File: config.mk
export PLATFORM = sky130hd
export DESIGN_NAME = ctrl_pool
export DESIGN_NICKNAME = d
export VERILOG_FILES = /design/src/rtl/ctrl_pool_pkg.sv /design/src/rtl/ctrl_pool_delay.sv /design/src/rtl/ctrl_pool.sv
export SDC_FILE = /design/constraint.sdc
export NUM_CORES = 1
export LEC_CHECK = 0
export BUFFER_PORTS_ARGS = -buffer_cell sky130_fd_sc_hd__buf_2
export CORE_MARGIN = 3
export CORE_UTILIZATION = 30
export CTS_CLUSTER_DIAMETER = 40
export DETAILED_ROUTE_END_ITERATION = 12
export SLEW_MARGIN = 20
export SYNTH_ARGS = -nofsm -noshare
export SYNTH_HDL_FRONTEND = slang
export SYNTH_SLANG_ARGS = --single-unit
File: constraint.sdc
create_clock -name clk -period 22.7 [get_ports clk]
set_clock_uncertainty 0.15 [all_clocks]
set_input_delay 2.27 -clock clk [delete_from_list [all_inputs] [get_ports clk]]
set_output_delay 2.27 -clock clk [all_outputs]
set_load 0.05 [all_outputs]
File: src/rtl/ctrl_pool_pkg.sv
// Shared types and defaults for the max-pool control stage: ctrl_bus beat
// layout, FSM state encoding and pooling limits.
package ctrl_pool_pkg;

    localparam int LWIDTH   = 10;
    localparam int D_POOL   = 2;
    localparam int POOL_MAX = 8;

    typedef enum logic {
        S_IDLE = 1'b0,
        S_RUN  = 1'b1
    } state_t;

    // One ctrl_bus beat; bit order is {start, valid, stop}.
    typedef struct packed {
        logic start;
        logic valid;
        logic stop;
    } ctrl_reg;

endpackage

File: src/rtl/ctrl_pool_delay.sv
// ctrl_delay: DEPTH-stage shift register of ctrl_reg beats with a synchronous
// active-high clear; q is the beat presented DEPTH cycles earlier.
module ctrl_delay
    import ctrl_pool_pkg::*;
#(
    parameter int DEPTH = 2
) (
    input  logic    clk,
    input  logic    clr,
    input  ctrl_reg d,
    output ctrl_reg q
);

    ctrl_reg pipe [DEPTH];

    always_ff @(posedge clk) begin
        if (clr) begin
            for (int i = 0; i < DEPTH; i++) begin
                pipe[i] <= '0;
            end
        end else begin
            pipe[0] <= d;
            for (int i = 1; i < DEPTH; i++) begin
                pipe[i] <= pipe[i-1];
            end
        end
    end

    assign q = pipe[DEPTH-1];

endmodule

File: src/rtl/ctrl_pool.sv
// Max-pool control: tracks raster position of the incoming ctrl_bus stream,
// emits window first/last strobes and a decimated ctrl_bus delayed by D_POOL.
// Optional sticky protocol-error output when CTRL_POOL_ERR_EN is defined.
module ctrl_pool
    import ctrl_pool_pkg::*;
#(
    parameter int LWIDTH = ctrl_pool_pkg::LWIDTH,
    parameter int D_POOL = ctrl_pool_pkg::D_POOL
) (
    input  logic              clk,
    input  logic              xrst,
    input  ctrl_reg           in_ctrl,
    input  logic [LWIDTH-1:0] fea_size,
    input  logic [LWIDTH-1:0] pool_size,
    output ctrl_reg           out_ctrl,
    output logic              buf_feat_en,
    output logic              pool_first,
    output logic              pool_last,
`ifdef CTRL_POOL_ERR_EN
    output logic              proto_err,
`endif
    output logic              busy
);

    // Handshake: a pixel is accepted on any cycle with in_ctrl.valid high while
    // running and no start; there is no back-pressure, gaps simply hold counters.

    state_t            state;
    state_t            state_nxt;
    logic [LWIDTH-1:0] fea_r;
    logic [LWIDTH-1:0] lim_r;
    logic [3:0]        pool_r;
    logic [LWIDTH-1:0] x;
    logic [LWIDTH-1:0] y;
    logic [2:0]        wx;
    logic [2:0]        wy;
    logic              done;
    logic [3:0]        age;
    logic [3:0]        stop_cnt;

    logic              acc;
    logic              x_wrap;
    logic              wx_wrap;
    logic              wy_wrap;
    logic              last_c;
    logic              final_c;
    logic              stop_c;
    logic              trunc;
    logic              pending;
    logic              stop_load;
    logic [3:0]        pool_in;
    ctrl_reg           pre;
    ctrl_reg           dly;

    function automatic logic [LWIDTH-1:0] win_lim(input logic [LWIDTH-1:0] f,
                                                  input logic [3:0] p);
        logic [LWIDTH-1:0] q;
        case (p)
            4'd2:    q = f / LWIDTH'(2);
            4'd3:    q = f / LWIDTH'(3);
            4'd4:    q = f / LWIDTH'(4);
            4'd5:    q = f / LWIDTH'(5);
            4'd6:    q = f / LWIDTH'(6);
            4'd7:    q = f / LWIDTH'(7);
            4'd8:    q = f / LWIDTH'(8);
            default: q = f;
        endcase
        return q * LWIDTH'(p);
    endfunction

    assign pool_in = (pool_size != '0 && pool_size <= LWIDTH'(POOL_MAX)) ?
                     pool_size[3:0] : 4'd1;

    assign acc     = in_ctrl.valid && !in_ctrl.start && (state == S_RUN);
    assign x_wrap  = (x == fea_r - LWIDTH'(1));
    assign wx_wrap = ({1'b0, wx} == pool_r - 4'd1);
    assign wy_wrap = ({1'b0, wy} == pool_r - 4'd1);
    assign last_c  = acc && wx_wrap && wy_wrap && (x < lim_r) && (y < lim_r);
    assign final_c = acc && (lim_r != '0) &&
                     (x == lim_r - LWIDTH'(1)) && (y == lim_r - LWIDTH'(1));
    assign stop_c  = acc && in_ctrl.stop;

    // A stop before the final pooled pixel rides on the youngest valid still
    // inside the delay line; age counts cycles since that valid entered it.
    assign trunc     = stop_c && !done && !final_c;
    assign pending   = (age < 4'(D_POOL));
    assign stop_load = trunc && !last_c && pending;

    always_comb begin
        pre       = '0;
        pre.start = in_ctrl.start;
        pre.valid = last_c;
        pre.stop  = final_c || (trunc && (last_c || !pending));
    end

    always_ff @(posedge clk) begin
        if (xrst) begin
            state <= S_IDLE;
        end else begin
            state <= state_nxt;
        end
    end

    always_comb begin
        state_nxt = state;
        case (state)
            S_IDLE:  if (in_ctrl.start) state_nxt = S_RUN;
            S_RUN:   if (!in_ctrl.start && in_ctrl.valid && in_ctrl.stop) state_nxt = S_IDLE;
            default: state_nxt = S_IDLE;
        endcase
    end

    always_ff @(posedge clk) begin
        if (xrst) begin
            fea_r       <= '0;
            lim_r       <= '0;
            pool_r      <= '0;
            x           <= '0;
            y           <= '0;
            wx          <= '0;
            wy          <= '0;
            done        <= 1'b0;
            age         <= '0;
            stop_cnt    <= '0;
            buf_feat_en <= 1'b0;
            pool_first  <= 1'b0;
            pool_last   <= 1'b0;
        end else begin
            buf_feat_en <= acc;
            pool_first  <= acc && (wx == 3'd0) && (wy == 3'd0);
            pool_last   <= last_c;

            if (stop_load) begin
                stop_cnt <= 4'(D_POOL) - age;
            end else if (stop_cnt != 4'd0) begin
                stop_cnt <= stop_cnt - 4'd1;
            end

            if (in_ctrl.start) begin
                age <= 4'(D_POOL);
            end else if (last_c) begin
                age <= 4'd1;
            end else if (pending) begin
                age <= age + 4'd1;
            end

            if (in_ctrl.start) begin
                fea_r  <= fea_size;
                pool_r <= pool_in;
                lim_r  <= win_lim(fea_size, pool_in);
                x      <= '0;
                y      <= '0;
                wx     <= '0;
                wy     <= '0;
                done   <= 1'b0;
            end else if (acc) begin
                if (final_c) done <= 1'b1;
                if (x_wrap) begin
                    x  <= '0;
                    wx <= '0;
                    y  <= y + LWIDTH'(1);
                    wy <= wy_wrap ? 3'd0 : wy + 3'd1;
                end else begin
                    x  <= x + LWIDTH'(1);
                    wx <= wx_wrap ? 3'd0 : wx + 3'd1;
                end
            end
        end
    end

    ctrl_delay #(
        .DEPTH (D_POOL)
    ) u_delay (
        .clk (clk),
        .clr (xrst),
        .d   (pre),
        .q   (dly)
    );

    always_comb begin
        out_ctrl      = dly;
        out_ctrl.stop = dly.stop || (stop_cnt == 4'd1);
    end

    assign busy = (state == S_RUN);

`ifdef CTRL_POOL_ERR_EN
    logic [2*LWIDTH-1:0] pix_cnt;
    logic [2*LWIDTH-1:0] pix_nxt;
    logic [2*LWIDTH-1:0] pix_exp;

    assign pix_nxt = pix_cnt + (2*LWIDTH)'(1);
    assign pix_exp = {{LWIDTH{1'b0}}, fea_r} * {{LWIDTH{1'b0}}, fea_r};

    always_ff @(posedge clk) begin
        if (xrst) begin
            pix_cnt   <= '0;
            proto_err <= 1'b0;
        end else begin
            if (in_ctrl.start) begin
                pix_cnt <= '0;
            end else if (acc) begin
                pix_cnt <= pix_nxt;
            end
            if ((in_ctrl.valid && state == S_IDLE) ||
                (in_ctrl.start && state == S_RUN) ||
                (stop_c && pix_nxt != pix_exp)) begin
                proto_err <= 1'b1;
            end
        end
    end
`endif

endmodule

==> metrics.txt <==
CP startpoint=pool_size[4]; drt initial violations=362; Final setup viols=0; flop-to-flop setup slack=19.24 ns; Startpoint Class=input pin; CP delay by family, top=compound AO/OA/AOI/OAI gates; Synthesis Warnings=0; Crit-path slowest cell=or4_4; power density over the cells=58.14 mW/mm^2; post-synthesis to final-layout area growth=9.886%; # hold bufs at CTS=0; Arrival @ worst endpoint=20.05 ns; synth top area cells=dfxtp_1 20%, ha_1 13%, nor2_1 5.7%; pin count of the biggest net entering global routing=34; fin. max-slew vios=0; static leakage=0.003259 uW; max_cap viols=0; RSZ-0062 raised after global routing=no; cts repair resizes=0; Fin. Hold Viols=0; Mapped Area=0.006809 sq mm; first-pass GRT wire length=28890 um; CTS root buffer=clkbuf_16; synth unique cells=76; initial antenna violation count=0; number of synthesized flops with an enable pin=0; DRC Markers=0; post-synth net total=993; CTS buffer count=9; Setup Fix Bufs, Post-CTS=0; crit end category=register; H-tree depth=3; Clock Latency Late Sink=0.34 ns; synth cell count leaders=103 x nor2_1, 84 x nand2_1, 71 x ha_1; Hold Crit Start=u_delay.pipe[0][2]; worst reg2reg path endpoint=y[9]; antenna viol nets, final=0; R2R Path Start=fea_r[4]; post-synthesis compound-gate area fraction=16.61%; reg2reg path depth=10; CP max FO=9; Async SR Flop Fraction=0%; total gr overflow=0; Seq/Total Area, Yosys=19.99%; RD Place Congestion=0.9410; share of post-route cells with drive strength above 1=8.667%; setup TNS=0 ns; status=finished, final reports clean; Finished Layout Cells=1180; clock-pin slew on the worst setup and hold paths=0.05 ns; Post-Synth XOR/XNOR Area=9.004%; Synth top area share=19.99%; routed vias/inst=5.214; CTS tree=yes; Sink Count=68; Std-Cell Rows=54; cell taking the most area after synthesis=dfxtp_1; Buffers & Inverters on Critical Path=5; Synth Area in Adders=16.87%; die height=156.7 um; DIE AREA=0.02454 sq mm; f_max=0.05011 GHz; core area=0.02209 sq mm; crit-path max cell delay=0.57 ns; #FFs+latches synth=68; Bufs on Longest Clock Path=2; Tmin final=19.95 ns; Worst slew margin=39.91%; final core utilization=33.87%; Tcrit/Tclk final=87.91%; ANT cells=0; critical path class=input pin to register; vias in the first global route=5794; placed cells=1166; peak supply drop=0.03565 mV; worst-margin pin slew=0.9013 ns; Gate Count Post-Synth=884; syn_area_per_cell=7.703 sq um; Wirelength per Cell=14.96 um; nets=1006; worst endpoint required time=22.80 ns; most frequent cell after synthesis=nor2_1; HPWL Detailed=13990 um; number of I/O port buffers=31; Filler Cell Count=2307; WHS Endpoint=u_delay.pipe[0][5]; leading register cell type out of synthesis=dfxtp_1; GR Util All Layers=14.42%; critical path's most frequent cell=ha_1; hold path depth=1; min-delay worst type=register to register; Routed WL=17660 um; Initial Util=30.82%; largest family of logic cells by synthesized area=simple AND/OR/NAND/NOR gates; Ports=32; Simple-Gate Fraction of Synth Area=27.40%; post-synthesis mux area share=4.833%; vias=6153; First-pass DRT Iterations=5; Die Wd=156.7 um
cell usage in the layout (no fill, tap or decap), types with 5 or more instances in the layout:
| master | synthesis | routed |
|---|---|---|
| nor2_1 | 103 | 103 |
| nand2_1 | 84 | 84 |
| ha_1 | 71 | 71 |
| dfxtp_1 | 68 | 68 |
| inv_1 | 59 | 59 |
| a21oi_1 | 54 | 54 |
| xnor2_1 | 38 | 38 |
| xor2_1 | 32 | 32 |
| o21ai_0 | 31 | 31 |
| nor3_1 | 31 | 31 |
| nand3_1 | 31 | 31 |
| buf_2 | 0 | 31 |
| mux2i_1 | 28 | 28 |
| and3_1 | 20 | 20 |
| nand2b_1 | 15 | 15 |
| o21a_1 | 13 | 13 |
| fa_1 | 13 | 13 |
| nor4_1 | 12 | 12 |
| nor2b_1 | 10 | 10 |
| nand4_1 | 10 | 10 |
| a211oi_1 | 9 | 9 |
| clkbuf_16 | 0 | 9 |
| or3_1 | 8 | 8 |
| a21o_1 | 8 | 8 |
| and2_1 | 6 | 6 |
| o22ai_1 | 6 | 6 |
| or2_2 | 5 | 5 |
| o211ai_1 | 5 | 5 |
| a22oi_1 | 5 | 5 |
| nand3b_1 | 5 | 5 |
registers in the layout (all words and copies together) (netlist names):
name / flops
x: 10
buf_feat_en: 1
fea_r: 10
lim_r: 10
pool_first: 1
wy: 3
pool_r: 4
y: 10
done: 1
u_delay.pipe: 6
age: 4
wx: 3
stop_cnt: 4
busy: 1
area by class of cell:
cell class | instances | area [sq um] | share of cell area (%)
sequential | 68 | 1361 | 18.19
clock inverter | 2 | 10.01 | 0.1338
timing repair buffer | 35 | 185.2 | 2.475
clock buffer | 12 | 266.5 | 3.562
multi-input combinational | 724 | 5087 | 67.99
inverter | 59 | 221.5 | 2.960
tap | 280 | 350.3 | 4.682
worst max-delay path by stage:
stage / slack (ns) / depth (start not counted) / end
after floorplan: 4.67 / 76 / lim_r[9]
after global placement: 3.03 / 77 / lim_r[9]
after detailed placement: 2.72 / 78 / lim_r[9]
after CTS: 2.97 / 78 / lim_r[9]
after global routing: 1.28 / 79 / lim_r[9]
final: 2.75 / 77 / lim_r[9]
cells by family after synthesis:
logic type | after synthesis
and+or+nand+nor | 366
muxes | 32
xor gates and xnor gates | 70
adders and majority gates | 84
DFF | 68
AOI/OAI and AO/OA | 172
buffers and inverters | 92
metrics by stage:
step	power (uW)	worst slack [ns]	hold slack, ns	area [sq um]
detailed placement	304.6	2.716	0.2843	7206
CTS	436.8	2.968	0.2994	7482
floorplan	267.9	4.671	0.2638	6809
global route	463.1	1.277	0.3124	7482
finish	435.0	2.745	0.2945	7482
global placement	305.6	3.032	0.2696	7206
layer usage:
| metal | vias to the layer above | share of wire (%) | track usage (%) |
|---|---|---|---|
| met2 | 133 | 45 | 24.06 |
| met5 | - | 0 | 0 |
| met1 | 2856 | 49 | 19.37 |
| li1 | 3139 | - | - |
| met3 | 25 | 4.0 | 2.019 |
| met4 | 0 | 1.8 | 4.293 |
power by group:
part	switching, uW	total (uW)	internal, uW
registers	6.17	132	126
clock network	49.5	131	81.2
logic	103	173	69.2
total	159	435	276
Note: power is estimated with default switching activity, not from simulation.
